<file path="src/rtl/plru_evict_writeback_if.sv">
// Bus bundle for plru_evict_writeback: insert, hit touch, PLRU touch,
// victim input, evict output and status.
interface plru_evict_writeback_if #(
  parameter int unsigned LG2_DEPTH = 3,
  parameter int unsigned DW        = 32
);
  logic                 ins_valid;
  logic                 ins_ready;
  logic [DW-1:0]        ins_data;
  logic [LG2_DEPTH-1:0] victim_idx;
  logic                 hit_valid;
  logic [LG2_DEPTH-1:0] hit_index;
  logic                 hit_ready;
  logic                 touch_valid;
  logic [LG2_DEPTH-1:0] touch_index;
  logic                 evict_valid;
  logic                 evict_ready;
  logic [LG2_DEPTH-1:0] evict_index;
  logic [DW-1:0]        evict_data;
  logic [LG2_DEPTH:0]   occupancy;
  logic                 full;

  modport slave (
    input  ins_valid, ins_data, victim_idx, hit_valid, hit_index, evict_ready,
    output ins_ready, hit_ready, touch_valid, touch_index, evict_valid, evict_index,
           evict_data, occupancy, full
  );

  modport master (
    output ins_valid, ins_data, victim_idx, hit_valid, hit_index, evict_ready,
    input  ins_ready, hit_ready, touch_valid, touch_index, evict_valid, evict_index,
           evict_data, occupancy, full
  );
endinterface

</file>
<file path="src/rtl/plru_evict_writeback.sv">
// Eviction-side controller for a binary-tree PLRU: fills free slots directly,
// and when full streams the PLRU victim out before refilling that slot.
module plru_evict_writeback #(
  parameter int unsigned LG2_DEPTH = 3,
  parameter int unsigned DW        = 32
) (
  input logic                   clk,
  input logic                   resetn,
  plru_evict_writeback_if.slave bus
);
  localparam int unsigned Depth = 2 ** LG2_DEPTH;

  typedef enum logic [1:0] {StIdle, StEvict, StFill} state_e;

  state_e               state_q, state_d;
  logic [Depth-1:0]     vld_q, vld_d;
  logic [LG2_DEPTH:0]   occ_q, occ_d;
  logic [LG2_DEPTH-1:0] target_q, target_d;
  logic [DW-1:0]        pend_q, pend_d;
  logic [LG2_DEPTH-1:0] evict_index_q, evict_index_d;
  logic [DW-1:0]        evict_data_q, evict_data_d;
  logic [DW-1:0]        mem_q [Depth];

  logic                 full;
  logic                 accept;
  logic                 fill_now;
  logic                 int_touch;
  logic [LG2_DEPTH-1:0] free_idx;

  // Lowest-index free slot; scanning downward leaves the lowest match last.
  always_comb begin
    free_idx = '0;
    for (int i = Depth - 1; i >= 0; i--) begin
      if (!vld_q[i]) free_idx = LG2_DEPTH'(i);
    end
  end

  assign full      = (occ_q == (LG2_DEPTH + 1)'(Depth));
  assign accept    = bus.ins_valid && (state_q == StIdle);
  assign fill_now  = accept && !full;
  assign int_touch = fill_now || (state_q == StFill);

  // Handshake outputs and touch arbitration; internal fills win over hits.
  always_comb begin
    bus.ins_ready   = (state_q == StIdle);
    bus.hit_ready   = !int_touch;
    bus.touch_valid = int_touch || bus.hit_valid;
    bus.touch_index = bus.hit_index;
    if (fill_now) begin
      bus.touch_index = free_idx;
    end else if (state_q == StFill) begin
      bus.touch_index = target_q;
    end
    bus.evict_valid = (state_q == StEvict);
    bus.evict_index = evict_index_q;
    bus.evict_data  = evict_data_q;
    bus.occupancy   = occ_q;
    bus.full        = full;
  end

  // Next-state logic for the FSM and bookkeeping registers.
  always_comb begin
    state_d       = state_q;
    vld_d         = vld_q;
    occ_d         = occ_q;
    target_d      = target_q;
    pend_d        = pend_q;
    evict_index_d = evict_index_q;
    evict_data_d  = evict_data_q;
    unique case (state_q)
      StIdle: begin
        if (fill_now) begin
          vld_d[free_idx] = 1'b1;
          occ_d           = occ_q + 1'b1;
        end else if (accept) begin
          // Victim is sampled now; later changes on victim_idx are ignored.
          target_d      = bus.victim_idx;
          pend_d        = bus.ins_data;
          evict_index_d = bus.victim_idx;
          evict_data_d  = mem_q[bus.victim_idx];
          state_d       = StEvict;
        end
      end
      StEvict: begin
        if (bus.evict_ready) state_d = StFill;
      end
      StFill: begin
        state_d = StIdle;
      end
      default: state_d = StIdle;
    endcase
  end

  // Control state with asynchronous reset.
  always_ff @(posedge clk or negedge resetn) begin
    if (!resetn) begin
      state_q       <= StIdle;
      vld_q         <= '0;
      occ_q         <= '0;
      target_q      <= '0;
      pend_q        <= '0;
      evict_index_q <= '0;
      evict_data_q  <= '0;
    end else begin
      state_q       <= state_d;
      vld_q         <= vld_d;
      occ_q         <= occ_d;
      target_q      <= target_d;
      pend_q        <= pend_d;
      evict_index_q <= evict_index_d;
      evict_data_q  <= evict_data_d;
    end
  end

  // Data store; contents are meaningful only where vld is set.
  always_ff @(posedge clk) begin
    if (fill_now) begin
      mem_q[free_idx] <= bus.ins_data;
    end else if (state_q == StFill) begin
      mem_q[target_q] <= pend_q;
    end
  end
endmodule

</file>
<file path="src/flat_wrapper.sv">
// flat-port wrapper written by rule: the top's interface ports become plain ports
module plru_evict_writeback_flat 
#(
  parameter int unsigned LG2_DEPTH = 3,
  parameter int unsigned DW        = 32
)
  (clk, resetn, bus_ins_valid, bus_ins_data, bus_victim_idx, bus_hit_valid, bus_hit_index, bus_evict_ready, bus_ins_ready, bus_hit_ready, bus_touch_valid, bus_touch_index, bus_evict_valid, bus_evict_index, bus_evict_data, bus_occupancy, bus_full);
  plru_evict_writeback_if #(.LG2_DEPTH(LG2_DEPTH), .DW(DW)) bus_i ();
  input logic clk;
  input logic resetn;
  input wire logic [$bits(bus_i.ins_valid)-1:0] bus_ins_valid;
  input wire logic [$bits(bus_i.ins_data)-1:0] bus_ins_data;
  input wire logic [$bits(bus_i.victim_idx)-1:0] bus_victim_idx;
  input wire logic [$bits(bus_i.hit_valid)-1:0] bus_hit_valid;
  input wire logic [$bits(bus_i.hit_index)-1:0] bus_hit_index;
  input wire logic [$bits(bus_i.evict_ready)-1:0] bus_evict_ready;
  output wire logic [$bits(bus_i.ins_ready)-1:0] bus_ins_ready;
  output wire logic [$bits(bus_i.hit_ready)-1:0] bus_hit_ready;
  output wire logic [$bits(bus_i.touch_valid)-1:0] bus_touch_valid;
  output wire logic [$bits(bus_i.touch_index)-1:0] bus_touch_index;
  output wire logic [$bits(bus_i.evict_valid)-1:0] bus_evict_valid;
  output wire logic [$bits(bus_i.evict_index)-1:0] bus_evict_index;
  output wire logic [$bits(bus_i.evict_data)-1:0] bus_evict_data;
  output wire logic [$bits(bus_i.occupancy)-1:0] bus_occupancy;
  output wire logic [$bits(bus_i.full)-1:0] bus_full;
  assign bus_i.ins_valid = bus_ins_valid;
  assign bus_i.ins_data = bus_ins_data;
  assign bus_i.victim_idx = bus_victim_idx;
  assign bus_i.hit_valid = bus_hit_valid;
  assign bus_i.hit_index = bus_hit_index;
  assign bus_i.evict_ready = bus_evict_ready;
  assign bus_ins_ready = bus_i.ins_ready;
  assign bus_hit_ready = bus_i.hit_ready;
  assign bus_touch_valid = bus_i.touch_valid;
  assign bus_touch_index = bus_i.touch_index;
  assign bus_evict_valid = bus_i.evict_valid;
  assign bus_evict_index = bus_i.evict_index;
  assign bus_evict_data = bus_i.evict_data;
  assign bus_occupancy = bus_i.occupancy;
  assign bus_full = bus_i.full;
  plru_evict_writeback #(.LG2_DEPTH(LG2_DEPTH), .DW(DW)) u_core (.clk(clk), .resetn(resetn), .bus(bus_i));
endmodule
</file>
<file path="config.mk">
export PLATFORM = sky130hd
export DESIGN_NAME = plru_evict_writeback_flat
export DESIGN_NICKNAME = d
export VERILOG_FILES = /design/src/rtl/plru_evict_writeback_if.sv /design/src/rtl/plru_evict_writeback.sv /design/src/flat_wrapper.sv
export SDC_FILE = /design/constraint.sdc
export NUM_CORES = 1
export LEC_CHECK = 0
export CAP_MARGIN = 20
export CORE_ASPECT_RATIO = 0.8
export CORE_MARGIN = 2
export CORE_UTILIZATION = 50
export DETAILED_ROUTE_END_ITERATION = 12
export DONT_BUFFER_PORTS = 1
export SYNTH_ARGS = -nofsm -noshare
export SYNTH_HDL_FRONTEND = slang
export SYNTH_SLANG_ARGS = --single-unit
</file>
<file path="constraint.sdc">
create_clock -name clk -period 4.7 [get_ports clk]
set_clock_uncertainty 0.15 [all_clocks]
set_input_delay 0.47 -clock clk [delete_from_list [all_inputs] [get_ports clk]]
set_output_delay 0.47 -clock clk [all_outputs]
set_load 0.03 [all_outputs]
</file>
# --- Word level (Yosys, flattened, before mapping) ---
# Memory sizes are Yosys's and may differ from the RTL's. A register that Yosys moved wholly into a read port is not among the register bits.
# Index checks and enable logic that the tools add are counted.
totals:
  out_inout_bits: 47
  latch_bits: 0
  register_bits: 49
  n_memories: 1
  mem_bits_ro: 0
  ramBits: 256
classes:
  div: 0
  n_reduce_logical: 13
  n_addsub: 1
  n_bitwise: 2
  eq_ne: 6
  n_mul: 0
  shift: 0
  muxes: 24
  magnitude_cmp: 2
mem_list:
  columns: ["name", "depth", "width", "rd", "rd_clocked_by_memory_dff", "write_ports", "line_no", "text"]
  rows:
  - ["u_core.mem_q", 8, 32, 1, 1, 1, "plru_evict_writeback.sv:22", "logic [DW-1:0] mem_q [Depth];"]
ops:
  columns: ["operator", "count"]
  rows:
  - ["3-bit two-way mux", 11]
  - ["32-bit two-way mux", 1]
  - ["32-bit OR reduction", 1]
  - ["8-bit bitwise OR", 1]
  - ["1-bit two-way mux", 7]
  - ["2-bit two-way mux", 3]
  - ["3-bit AND reduction", 2]
  - ["4-bit by 1-bit adder with 4-bit output (second input constant)", 1]
  - ["4-bit == test (second input constant)", 1]
  - ["3-bit by 4-bit < comparator with 1-bit output (second input constant)", 1]
  - ["2-bit inequality test (second input constant)", 2]
  - ["2-bit case mux with 2 select lines", 1]
  - ["1-bit demux with 3-bit select", 1]
  - ["3-bit by 1-bit greater-or-equal comparator with 1-bit output (second input constant)", 1]
  - ["1-bit logical AND", 3]
  - ["1-bit logical NOT", 3]
  - ["2-bit by 1-bit == test with 1-bit output (second input constant)", 1]
  - ["2-bit == test (second input constant)", 1]
  - ["2-bit logical NOT", 1]
  - ["1-bit logical OR", 2]
  - ["2-bit by 1-bit inequality test with 1-bit output (second input constant)", 1]
  - ["2-bit AND reduction", 1]
  - ["1-bit inverter", 1]

# --- Logic depth before layout (Yosys ltp) ---
# Gate-level depths: netlist (run 1).
logic_depth:
  ltp_word: 13
  mapped_depth: 8
  mapped_depth_nobuf: 7

# --- Worst setup path after synthesis (run 1) ---
# No wires, ideal clock.
synth_path:
  kind: "reg2reg"
  from: "register u_core.occ_q[0] (netlist: u_core.bus.occupancy[0])"
  to: "memory u_core.mem_q[6][0] (enable)"
  setup_time_ns: 0.461
  path_slack_ns: 0.513
  stages_incl_launch_ff: 8
  arrival_time_ns: 3.576
  path_cell_list: "dfrtp_1 -> inv_1 -> ha_1 -> nand3b_1 -> and2_1 -> buf_2 -> a22oi_1 -> nor3_1"
synth_between:
  elab_chain_len: 7
  elab_cells_between_ends: 10
  cone_classes: "eq/ne (1); mux (6); reduce/logical (3)"
synth_rtl:
  columns: ["item", "line_no", "text"]
  rows:
  - ["start, declared", "plru_evict_writeback.sv:17", "logic [LG2_DEPTH:0] occ_q, occ_d;"]
  - ["start signal, assigned", "plru_evict_writeback.sv:99", "occ_q <= '0;"]
  - ["start signal, assigned", "plru_evict_writeback.sv:107", "occ_q <= occ_d;"]
  - ["4-bit == test (*)", "plru_evict_writeback.sv:38", "assign full = (occ_q == (LG2_DEPTH + 1)'(Depth));"]
  - ["1-bit logical NOT (*)", "plru_evict_writeback.sv:40", "assign fill_now = accept && !full;"]
  - ["1-bit logical AND (*)", "plru_evict_writeback.sv:40", null]
  - ["1-bit two-way mux", "plru_evict_writeback.sv:117", "if (fill_now) begin"]
  - ["1-bit two-way mux (implied by the code)", "plru_evict_writeback.sv:120", "mem_q[target_q] <= pend_q;"]
  - ["32-bit OR reduction (no line)", null, null]
  - ["3-bit two-way mux (no line) or 1-bit two-way mux (tied branches)", null, null]
  - ["end, declared", "plru_evict_writeback.sv:22", null]
# Mark *: on every way between the ends. The rest lies on a longest branch, timed or not.

# --- Worst setup path in the final report (run 1) ---
layout_path:
  from: "register u_core.state_q[1]"
  to: "output bus_touch_index[1]"
layout_between:
  elab_chain_len: 4
  elab_cells_between_ends: 6
  cone_classes: "eq/ne (1); mux (2); reduce/logical (3)"
layout_rtl:
  columns: ["item", "line_no", "text"]
  rows:
  - ["start, declared", "plru_evict_writeback.sv:15", "state_e state_q, state_d;"]
  - ["start signal, assigned", "plru_evict_writeback.sv:97", "state_q <= StIdle;"]
  - ["start signal, assigned", "plru_evict_writeback.sv:105", "state_q <= state_d;"]
  - ["2-bit logical NOT", "plru_evict_writeback.sv:39", "assign accept = bus.ins_valid && (state_q == StIdle);"]
  - ["1-bit logical AND", "plru_evict_writeback.sv:39", null]
  - ["1-bit logical AND", "plru_evict_writeback.sv:40", null]
  - ["3-bit two-way mux (*)", "plru_evict_writeback.sv:49", "if (fill_now) begin"]
  - ["end, declared", "flat_wrapper.sv:20", "output wire logic [$bits(bus_i.touch_index)-1:0] bus_touch_index;"]
# Marks and branches as above.

==> metrics.md, run 1 <==
| Metric | Value |
|---|---|
| Vias in the first global route | 7027 |
| Setup TNS | 0 ps |
| Hold buffer count at cts | 38 |
| RSZ-0062 raised after global routing | false |
| Synth top area cells | edfxtp_1 (58%), dfrtp_1 (15%), mux4_2 (10%) |
| Part of the power in the clock network | 30.2% |
| Largest net degree at the start of global routing | 91 |
| Syn nets | 785 |
| Post-synthesis register bit count | 337 |
| CTS Buf Count | 34 |
| First-pass GRT wire length | 40000 µm |
| Fillers | 2014 |
| Mean Syn Cell Area | 17.9 µm² |
| Slew Viols, Final | 0 |
| Net Switching | 2.54 mW |
| Post-synthesis sequential area ratio | 73.5% |
| Leakage | 5.46 nW |
| Met3 Usage GRT | 3.24% |
| Drt wl/cell | 22.0 µm |
| Cell internal pwr | 6.13 mW |
| Cell taking the most area after synthesis | edfxtp_1 |
| Clock buffer depth | 3 |
| Setup WS post-layout | 1370 ps |
| Final min period | 3330 ps |
| Placer Congestion | 0.781 |
| Post-route cell area | 0.0151 mm² |
| Period utilization | 70.9% |
| Die height | 149 µm |
| I/O pins | 90 |
| Seq pwr share | 53.8% |
| Crit. End Element | output pin |
| GRT Resource Usage Total | 19.4% |
| H-tree levels | 2 |
| Yosys top cell area share | 58.1% |
| Sw Share | 29.3% |
| Synth cell count leaders | edfxtp_1 (256), nand2_1 (137), dfrtp_1 (81) |
| Power density over cell area | 576 mW/mm² |
| Yosys warns | 0 |
| Port buffer count | 0 |
| Area of the multi-input gates | 0.00331 mm² |
| Ant diodes | 0 |
| Placed inst area | 0.0136 mm² |
| Worst-Skew Late Latency | 500 ps |
| Die X | 186 µm |
| DRT iter0 DRCs | 335 |
| Worst reg-to-reg path cell count | 7 |
| Status | finished clean |
| Sequential Area | 0.00971 mm² |
| Hold Path Stages | 2 |
| Ys async rst share | 24.0% |
| Post-synth EDFFs | 256 |
| Core Box Area | 0.0261 mm² |
| Met2 Use GR | 34.3% |
| CTS tree | done |
| Row count | 53 |
| Final Net Count | 831 |
| Grt total ovfl | 0 |
| Layout cells sized above 1 | 20.9% |
| Worst min-delay path category | primary input to flip-flop |
| DP Wirelength | 13400 µm |
| Via count | 6491 |
| Cell with the most instances after synthesis | edfxtp_1 |
| FMAX | 300 MHz |
| Slew HR | 31.7% |
| CP Class | flip-flop to output pin |
| Clock transition at path regs | 60 ps |
| Mapped Cells | 740 |
| Syn Std Cell Area | 0.0132 mm² |
| Critical Path Start Type | flip-flop |
| Busiest layer in global routing | met2 |
| CP max FO | 25 |
| Root Buffer | clkbuf_16 |
| Comb pwr share | 16.0% |
| Post-CTS setup buffer count | 0 |
| Met1 usage | 24.9% |
| # clock sinks | 337 |
| Peak VDD IR | 287 µV |
| Cts repair resizes | 0 |
| Pre-CTS setup slack | 1660 ps |
| Final setup vio count | 0 |
| Worst-Margin Slew | 1020 ps |
| Final wirelength | 25800 µm |
| Die area | 0.0278 mm² |
| CP required | 4080 ps |
| Final hold vios | 0 |
| Max-cap violations | 0 |
| Worst EP arrival | 2710 ps |
| Initial antenna violation count | 0 |
| Synth cell types | 41 |
| Area added between synthesis and finish | 13.9% |
| Initial Utilization | 50.6% |
| Vias per cell | 5.55 |
| Drt drc | 0 |
| Detail Route Antenna Nets | 0 |
| DR pass1 iterations | 5 |
| Synth Flop Type | edfxtp_1 |
worst paths after layout:
check,end,from,slack (ps)
max,bus_touch_index[1],u_core.state_q[1]$_DFFE_PN0P_,1370
min,u_core.bus.evict_data[6]$_DFFE_PN0P_,bus_victim_idx[1],50
max reg2reg,u_core.pend_q[17]$_DFFE_PN0P_,u_core.bus.occupancy[0]$_DFFE_PN0P_,1680
min reg2reg,u_core.pend_q[30]$_DFFE_PN0P_,u_core.pend_q[30]$_DFFE_PN0P_,350
max in group asynchronous,u_core.pend_q[1]$_DFFE_PN0P_,resetn,3660
min in group asynchronous,u_core.bus.evict_data[23]$_DFFE_PN0P_,resetn,390
sequential cells by signal (all words and copies together) (netlist names):
name,count
u_core.state_q,2
u_core.bus.occupancy,4
u_core.bus.evict_data,32
u_core.pend_q,32
u_core.mem_q,256
u_core.vld_q,8
u_core.target_q,3
critical path, stage by stage (launching register included):
cell	delay (ps)
dfrtp_1	450
nor2b_4	560
buf_4	450
nor2_1	260
a221o_1	480
stage by stage:
stage | utilization (%) | power [mW] | cells | hold WS [ps]
after detailed placement | 51.9 | 6.11 | 1069 | 27.9
after floorplan | - | 5.67 | 740 | 24.4
after global placement | 51.9 | 6.00 | 1069 | 27.7
after CTS | 57.6 | 8.77 | 1169 | 45.3
final | 57.6 | 8.67 | 1169 | 51.0
after global routing | 57.6 | 9.06 | 1169 | 48.2
cell families (layout without fill, tap and decap cells):
family	count (synthesis)	after routing	share of synthesized area, %
flops	337	337	73.5
simple gates	168	168	5.27
mux	132	132	16.5
compound gates	56	56	2.54
buf+inv	43	115	1.89
fa+ha+maj	2	2	0.189
xor+xnor	2	2	0.133
metal layers:
metal / share of wire [%] / wire length [µm]
met1: 42 / 10800
met2: 51 / 13300
met3: 4.4 / 1150
met4: 2.1 / 541
met5: 0 / 0
power groups by stage:
stage          combinational [mW]  sequential (mW)  clock [mW]
2_1_floorplan                1.02             4.65           0
3_3_place_gp                 1.31             4.68           0
3_5_place_dp                 1.38             4.73           0
4_1_cts                      1.42             4.67        2.68
5_1_grt                      1.53             4.74        2.79
6_report                     1.39             4.66        2.62
layout make-up:
type | instances | area share (%)
tap | 357 | 2.97
clock inverter | 18 | 0.856
multi-input combinational | 360 | 22.0
sequential | 337 | 64.5
clock buffer | 44 | 6.39
inverter | 4 | 0.0997
timing repair buffer | 49 | 3.19
cells in the final DEF (no fill, tap or decap), types with 3 or more instances in the layout:
cell type        n
nand2_1        137
buf_4           11
nor3_2           8
mux4_1           4
o21bai_1         3
o21ai_1         13
dfrtp_1         81
o21ai_0         23
mux4_2          60
clkinv_2         7
nand2b_1         5
mux2_2          36
mux2i_1         32
dlygate4sd3_1   37
edfxtp_1       256
clkbuf_16       37
clkbuf_1         6
a31o_2           3
nor2_1           4
clkinv_1         9
inv_1            4
(Power assumes the default switching activity.)
==> inputs of run 2 (changes only) <==
--- a/config.mk
+++ b/config.mk
@@ -5,12 +5,14 @@
 export SDC_FILE = /design/constraint.sdc
 export NUM_CORES = 1
 export LEC_CHECK = 0
+export ABC_AREA = 1
 export CAP_MARGIN = 20
 export CORE_ASPECT_RATIO = 0.8
 export CORE_MARGIN = 2
 export CORE_UTILIZATION = 50
 export DETAILED_ROUTE_END_ITERATION = 12
 export DONT_BUFFER_PORTS = 1
+export PLACE_DENSITY = 0.68
 export SYNTH_ARGS = -nofsm -noshare
 export SYNTH_HDL_FRONTEND = slang
 export SYNTH_SLANG_ARGS = --single-unit
==> constraint.sdc (replaced) <==
create_clock -name clk -period 3 [get_ports clk]
set_clock_uncertainty 0.15 [all_clocks]
set_input_delay 0.3 -clock clk [delete_from_list [all_inputs] [get_ports clk]]
set_output_delay 0.3 -clock clk [all_outputs]
set_load 0.03 [all_outputs]
==> run 2 against run 1 <==
Compared with the run above: flip-flop and latch count is the same; wire length grew 16%; design area grew 2.4%; via count grew 33%; global-route usage grew 2.3 points; synthesized cell count grew 53%; sequential share of layout area shrank 1.5 points; register-to-register slack lost 1500 ps; non-clock buffer count grew 33; largest cell class unchanged; largest power group unchanged.
==> metrics.md, run 2 <==
| Metric | Value |
|---|---|
| Port buffer count | 0 |
| Syn nets | 1174 |
| Status | finished clean |
| Leakage | 5.67 nW |
| Area of the multi-input gates | 0.00322 mm² |
| Final hold vios | 0 |
| CTS Buf Count | 34 |
| DRT iter0 DRCs | 670 |
| Finished Layout Cells | 1564 |
| Layout cells sized above 1 | 9.20% |
| Root Buffer | clkbuf_16 |
| Post-route cell area | 0.0154 mm² |
| Via count | 8625 |
| Register name with the most flops | u_core.mem_q |
| Placer Congestion | 0.742 |
| Drt wl/cell | 19.1 µm |
| Synth Flop Type | edfxtp_1 |
| RSZ-0062 raised after global routing | false |
| Die height | 150 µm |
| Most common cell after layout, fill and taps aside | edfxtp_1 |
| Clock buffer depth | 3 |
| Peak VDD IR | 569 µV |
| Drt drc | 0 |
| CTS tree | done |
| Sequential Area | 0.00971 mm² |
| Cell with the most instances after synthesis | edfxtp_1 |
| Die X | 187 µm |
| Final min period | 2820 ps |
| Final Net Count | 1226 |
| Setup TNS | 0 ps |
| DR pass1 iterations | 5 |
| Post-synthesis sequential area ratio | 72.5% |
| Worst EP arrival | 3120 ps |
| Vias in the first global route | 8443 |
| Post-synth EDFFs | 256 |
| Synth cell count leaders | edfxtp_1 (256), nand2_1 (203), o21ai_0 (177) |
| Worst-Margin Slew | 890 ps |
| Placed inst area | 0.0139 mm² |
| Ys async rst share | 24.0% |
| # clock sinks | 337 |
| Dpl cells | 1457 |
| Final wirelength | 29900 µm |
| Hold Slack | 32.4 ps |
| Mapped Cells | 1129 |
| Clock transition at path regs | 60 ps |
| Initial Utilization | 50.9% |
| Synth top area cells | edfxtp_1 (57%), dfrtp_1 (15%), o21ai_0 (6.6%) |
| Slew Viols, Final | 0 |
| Cell taking the most area after synthesis | edfxtp_1 |
| Critical Path Start Type | flip-flop |
| First-pass GRT wire length | 47800 µm |
| CP required | 3300 ps |
| Reg2reg setup slack | 180 ps |
| Mean Syn Cell Area | 11.9 µm² |
| GRT Resource Usage Total | 21.7% |
| Max-cap violations | 0 |
| Worst-Skew Late Latency | 510 ps |
| Final setup vio count | 0 |
| Period utilization | 93.9% |
| CP max FO | 33 |
| H-tree levels | 2 |
| Commonest cells after routing, fill and taps aside | edfxtp_1 (256), nand2_1 (203), o21ai_0 (177) |
| Core Box Area | 0.0263 mm² |
| Slew HR | 40.0% |
| Pwr Total | 12.9 mW |
| Yosys warns | 0 |
| Power density over cell area | 838 mW/mm² |
| FMAX | 355 MHz |
| CP Class | flip-flop to flip-flop |
| Row count | 53 |
| Detail Route Antenna Nets | 0 |
| Crit. End Element | flip-flop |
| Syn Std Cell Area | 0.0134 mm² |
| Largest net degree at the start of global routing | 82 |
| Post-synthesis register bit count | 337 |
| I/O pins | 90 |
| Max FFs per register | 256 |
| DP Wirelength | 15900 µm |
| Vias per cell | 5.51 |
| Die area | 0.0281 mm² |
| Initial antenna violation count | 1 |
| Fillers | 2115 |
| Area added between synthesis and finish | 15.0% |
| Yosys top cell area share | 57.4% |
| Grt total ovfl | 0 |
| Worst min-delay path category | primary input to flip-flop |
| Synth cell types | 30 |
-- run 2: per-stage QoR --
step                      setup slack (ps)  utilization [%]
after global placement                 481             52.9
after floorplan                       7.43                -
after global routing                  6.52             58.6
after CTS                              145             58.5
final                                  182             58.6
after detailed placement               423             52.9
-- run 2: logic make-up (layout without fill, tap and decap cells) --
group	count (synthesis)	after routing	share of synthesized area (%)
other	0	1	0
AO/OA/AOI/OAI	269	269	10.7
XOR/XNOR	3	3	0.196
adder cells (fa/ha/maj)	2	2	0.187
buffers and inverters	120	197	4.06
AND/OR/NAND/NOR	398	398	12.4
flip-flops	337	337	72.5
-- run 2: final timing paths --
path | from | cells after the start | end
max in group asynchronous | resetn | 2 | u_core.bus.evict_data[0]$_DFFE_PN0P_
hold / removal | bus_victim_idx[0] | 4 | u_core.bus.evict_data[13]$_DFFE_PN0P_
min in group asynchronous | resetn | 2 | u_core.pend_q[19]$_DFFE_PN0P_
setup / recovery | u_core.bus.occupancy[1]$_DFFE_PN0P_ | 10 | u_core.bus.evict_data[7]$_DFFE_PN0P_
hold reg to reg | u_core.pend_q[14]$_DFFE_PN0P_ | 2 | u_core.pend_q[14]$_DFFE_PN0P_
setup reg to reg | u_core.bus.occupancy[1]$_DFFE_PN0P_ | 10 | u_core.bus.evict_data[7]$_DFFE_PN0P_
-- run 2: layout make-up --
type,count,area share [%]
diodes,1,0.0162
clock buffers,51,6.13
clock inverters,10,0.341
inverters,54,1.34
multi-input cells,672,20.9
flip-flops and latches,337,63.0
well taps,357,2.90
repair buffers,82,5.38
-- run 2: timing repair --
item / in CTS / in global routing
setup buffers: 0 / 0
setup endpoints to repair: 0 / 1
endpoints found under the hold margin: 153 / 0
resized for setup: 0 / 1
hold buffers: 44 / 0
-- run 2: worst max-delay path: stages (launching register included) --
cell and delay (ps):
dfrtp_1 400, inv_1 80, ha_1 160, nand2_2 90
nor2_8 230, nand3_4 310, nor2_4 150, buf_4 430
nand2_1 100, nand3_1 90, dlygate4sd3_1 540
-- run 2: power breakdown --
| group | internal, mW | leakage (nW) | total, mW | switching [mW] |
|---|---|---|---|---|
| clock network | 2.19 | 0.485 | 3.86 | 1.68 |
| registers | 6.04 | 3.32 | 6.97 | 0.930 |
| logic | 0.684 | 1.87 | 2.09 | 1.41 |
-- run 2: routing by layer --
| metal | GRT usage, % | up-vias | wire [µm] |
|---|---|---|---|
| li1 | - | 4071 | - |
| met1 | 30.4 | 4243 | 13500 |
| met2 | 35.3 | 276 | 13800 |
| met3 | 4.36 | 35 | 2110 |
| met4 | 5.04 | 0 | 408 |
| met5 | 0 | - | 0 |
==> inputs of run 3 (changes only) <==
--- a/config.mk
+++ b/config.mk
@@ -9,10 +9,10 @@
 export CAP_MARGIN = 20
 export CORE_ASPECT_RATIO = 0.8
 export CORE_MARGIN = 2
-export CORE_UTILIZATION = 50
+export CORE_UTILIZATION = 25
 export DETAILED_ROUTE_END_ITERATION = 12
 export DONT_BUFFER_PORTS = 1
-export PLACE_DENSITY = 0.68
+export SETUP_SLACK_MARGIN = 0.05
 export SYNTH_ARGS = -nofsm -noshare
 export SYNTH_HDL_FRONTEND = slang
 export SYNTH_SLANG_ARGS = --single-unit
==> run 3 against run 2 <==
Compared with the run above: critical path depth is 2 lower; total power is 2.8% higher; final cell count is 22% higher; design area is 3.9% higher; count of clock-buffer cells in the layout is 6 lower; global-route usage is 10 points lower; sequential share of layout area is 2.4 points lower.
==> metrics.md, run 3 (synthesis results as in run 2) <==
| Metric | Value |
|---|---|
| Commonest cells after routing, fill and taps aside | edfxtp_1 (256), nand2_1 (202), o21ai_0 (177) |
| Drt wl/cell | 16.8 µm |
| Leakage | 5.75 nW |
| Area of the multi-input gates | 0.00323 mm² |
| GRT Resource Usage Total | 11.5% |
| Vias per cell | 4.44 |
| CTS Buf Count | 34 |
| Final hold vios | 0 |
| First-pass GRT wire length | 50200 µm |
| Fillers | 5346 |
| Vias in the first global route | 8378 |
| Area added between synthesis and finish | 19.5% |
| Crit. End Element | output pin |
| CP required | 2550 ps |
| Via count | 8467 |
| Reg2reg setup slack | 480 ps |
| Die X | 263 µm |
| Register name with the most flops | u_core.mem_q |
| Sequential Area | 0.00972 mm² |
| Max-cap violations | 0 |
| Drt drc | 0 |
| Final Net Count | 1231 |
| CP max FO | 10 |
| Slew Viols, Final | 0 |
| Port buffer count | 0 |
| Clock transition at path regs | 60 ps |
| Max FFs per register | 256 |
| Placer Congestion | 0.741 |
| # clock sinks | 337 |
| Peak VDD IR | 611 µV |
| Top routing layer in use | met4 |
| Period utilization | 93.9% |
| Hold Slack | 26.4 ps |
| Ant diodes | 0 |
| Pre-CTS setup slack | 386 ps |
| Root Buffer | clkbuf_16 |
| Worst-Margin Slew | 963 ps |
| Pwr Total | 13.3 mW |
| H-tree levels | 2 |
| DRT iter0 DRCs | 674 |
| I/O pins | 90 |
| M1 wire length | 15500 µm |
| Core Box Area | 0.0527 mm² |
| Met3 wire length | 1810 µm |
| Clock buffer depth | 3 |
| Grt total ovfl | 0 |
| Die height | 211 µm |
| Slew HR | 35.1% |
| Layout cells sized above 1 | 10.3% |
| Final wirelength | 31900 µm |
| Dpl cells | 1799 |
| Setup WS post-layout | 182 ps |
| CTS tree | done |
| Initial antenna violation count | 0 |
| FMAX | 355 MHz |
| Metal2 WL | 14200 µm |
| Status | finished clean |
| Worst min-delay path category | primary input to flip-flop |
| Power density over cell area | 829 mW/mm² |
| Most common cell after layout, fill and taps aside | edfxtp_1 |
| Final setup vio count | 0 |
| Finished Layout Cells | 1905 |
| Die area | 0.0555 mm² |
| RSZ-0062 raised after global routing | true |
| DR pass1 iterations | 5 |
| Setup TNS | 0 ps |
| Largest net degree at the start of global routing | 113 |
| CP Class | flip-flop to output pin |
| Detail Route Antenna Nets | 0 |
| Row count | 75 |
| Final min period | 2820 ps |
| Critical Path Start Type | flip-flop |
| Worst-Skew Late Latency | 520 ps |
| Worst EP arrival | 2370 ps |
| DP Wirelength | 19400 µm |
| Initial Utilization | 25.4% |
==> run 3: worst paths after layout <==
path	from	endpoint	cells past startpoint
max reg2reg	u_core.bus.occupancy[1]$_DFFE_PN0P_	u_core.mem_q[7][11]$_DFFE_PP_	10
min in group asynchronous	resetn	u_core.pend_q[20]$_DFFE_PN0P_	2
max	u_core.bus.occupancy[1]$_DFFE_PN0P_	bus_touch_valid	8
max in group asynchronous	resetn	u_core.pend_q[8]$_DFFE_PN0P_	2
min	bus_victim_idx[0]	u_core.bus.evict_data[18]$_DFFE_PN0P_	4
min reg2reg	u_core.pend_q[31]$_DFFE_PN0P_	u_core.pend_q[31]$_DFFE_PN0P_	2
==> run 3: critical path: stages, from the launching register on <==
cell	delay [ps]
dfrtp_2	490
inv_1	100
ha_1	150
nand2_2	90
nor2_8	240
nor2_8	100
nor2_4	260
inv_2	120
or2_4	290
==> run 3: power breakdown <==
group | internal, mW | switching [mW]
sequential | 6.03 | 1.03
combinational | 0.715 | 1.37
clock | 2.40 | 1.73
total | 9.15 | 4.13
==> run 3: final cells by class <==
class,instances,share of cell area (%)
clock inverters,17,0.679
clock buffers,45,6.15
flip-flops and latches,337,60.6
multi-input cells,672,20.1
repair buffers,87,5.70
well taps,693,5.41
inverters,54,1.30
==> run 3: per-stage QoR <==
step	util (%)	instance area, µm²
global route	30.4	16000
finish	30.4	16000
detailed placement	27.4	14400
CTS	30.3	16000
global placement	27.4	14400
floorplan	-	13400
==> run 3: timing repair <==
item,4_1_cts,5_1_grt
resized for setup,2,1
buffers inserted,0,0
pin swaps,2,2
hold endpoints to repair,154,0
endpoints found under the setup margin,1,3
hold buffers,42,0
==> run 3: routing by layer <==
| metal | global-route usage, % | vias to the layer above |
|---|---|---|
| met3 | 2.53 | 29 |
| li1 | - | 4081 |
| met2 | 17.8 | 194 |
| met4 | 2.44 | 0 |
| met5 | 0 | - |
| met1 | 16.7 | 4163 |
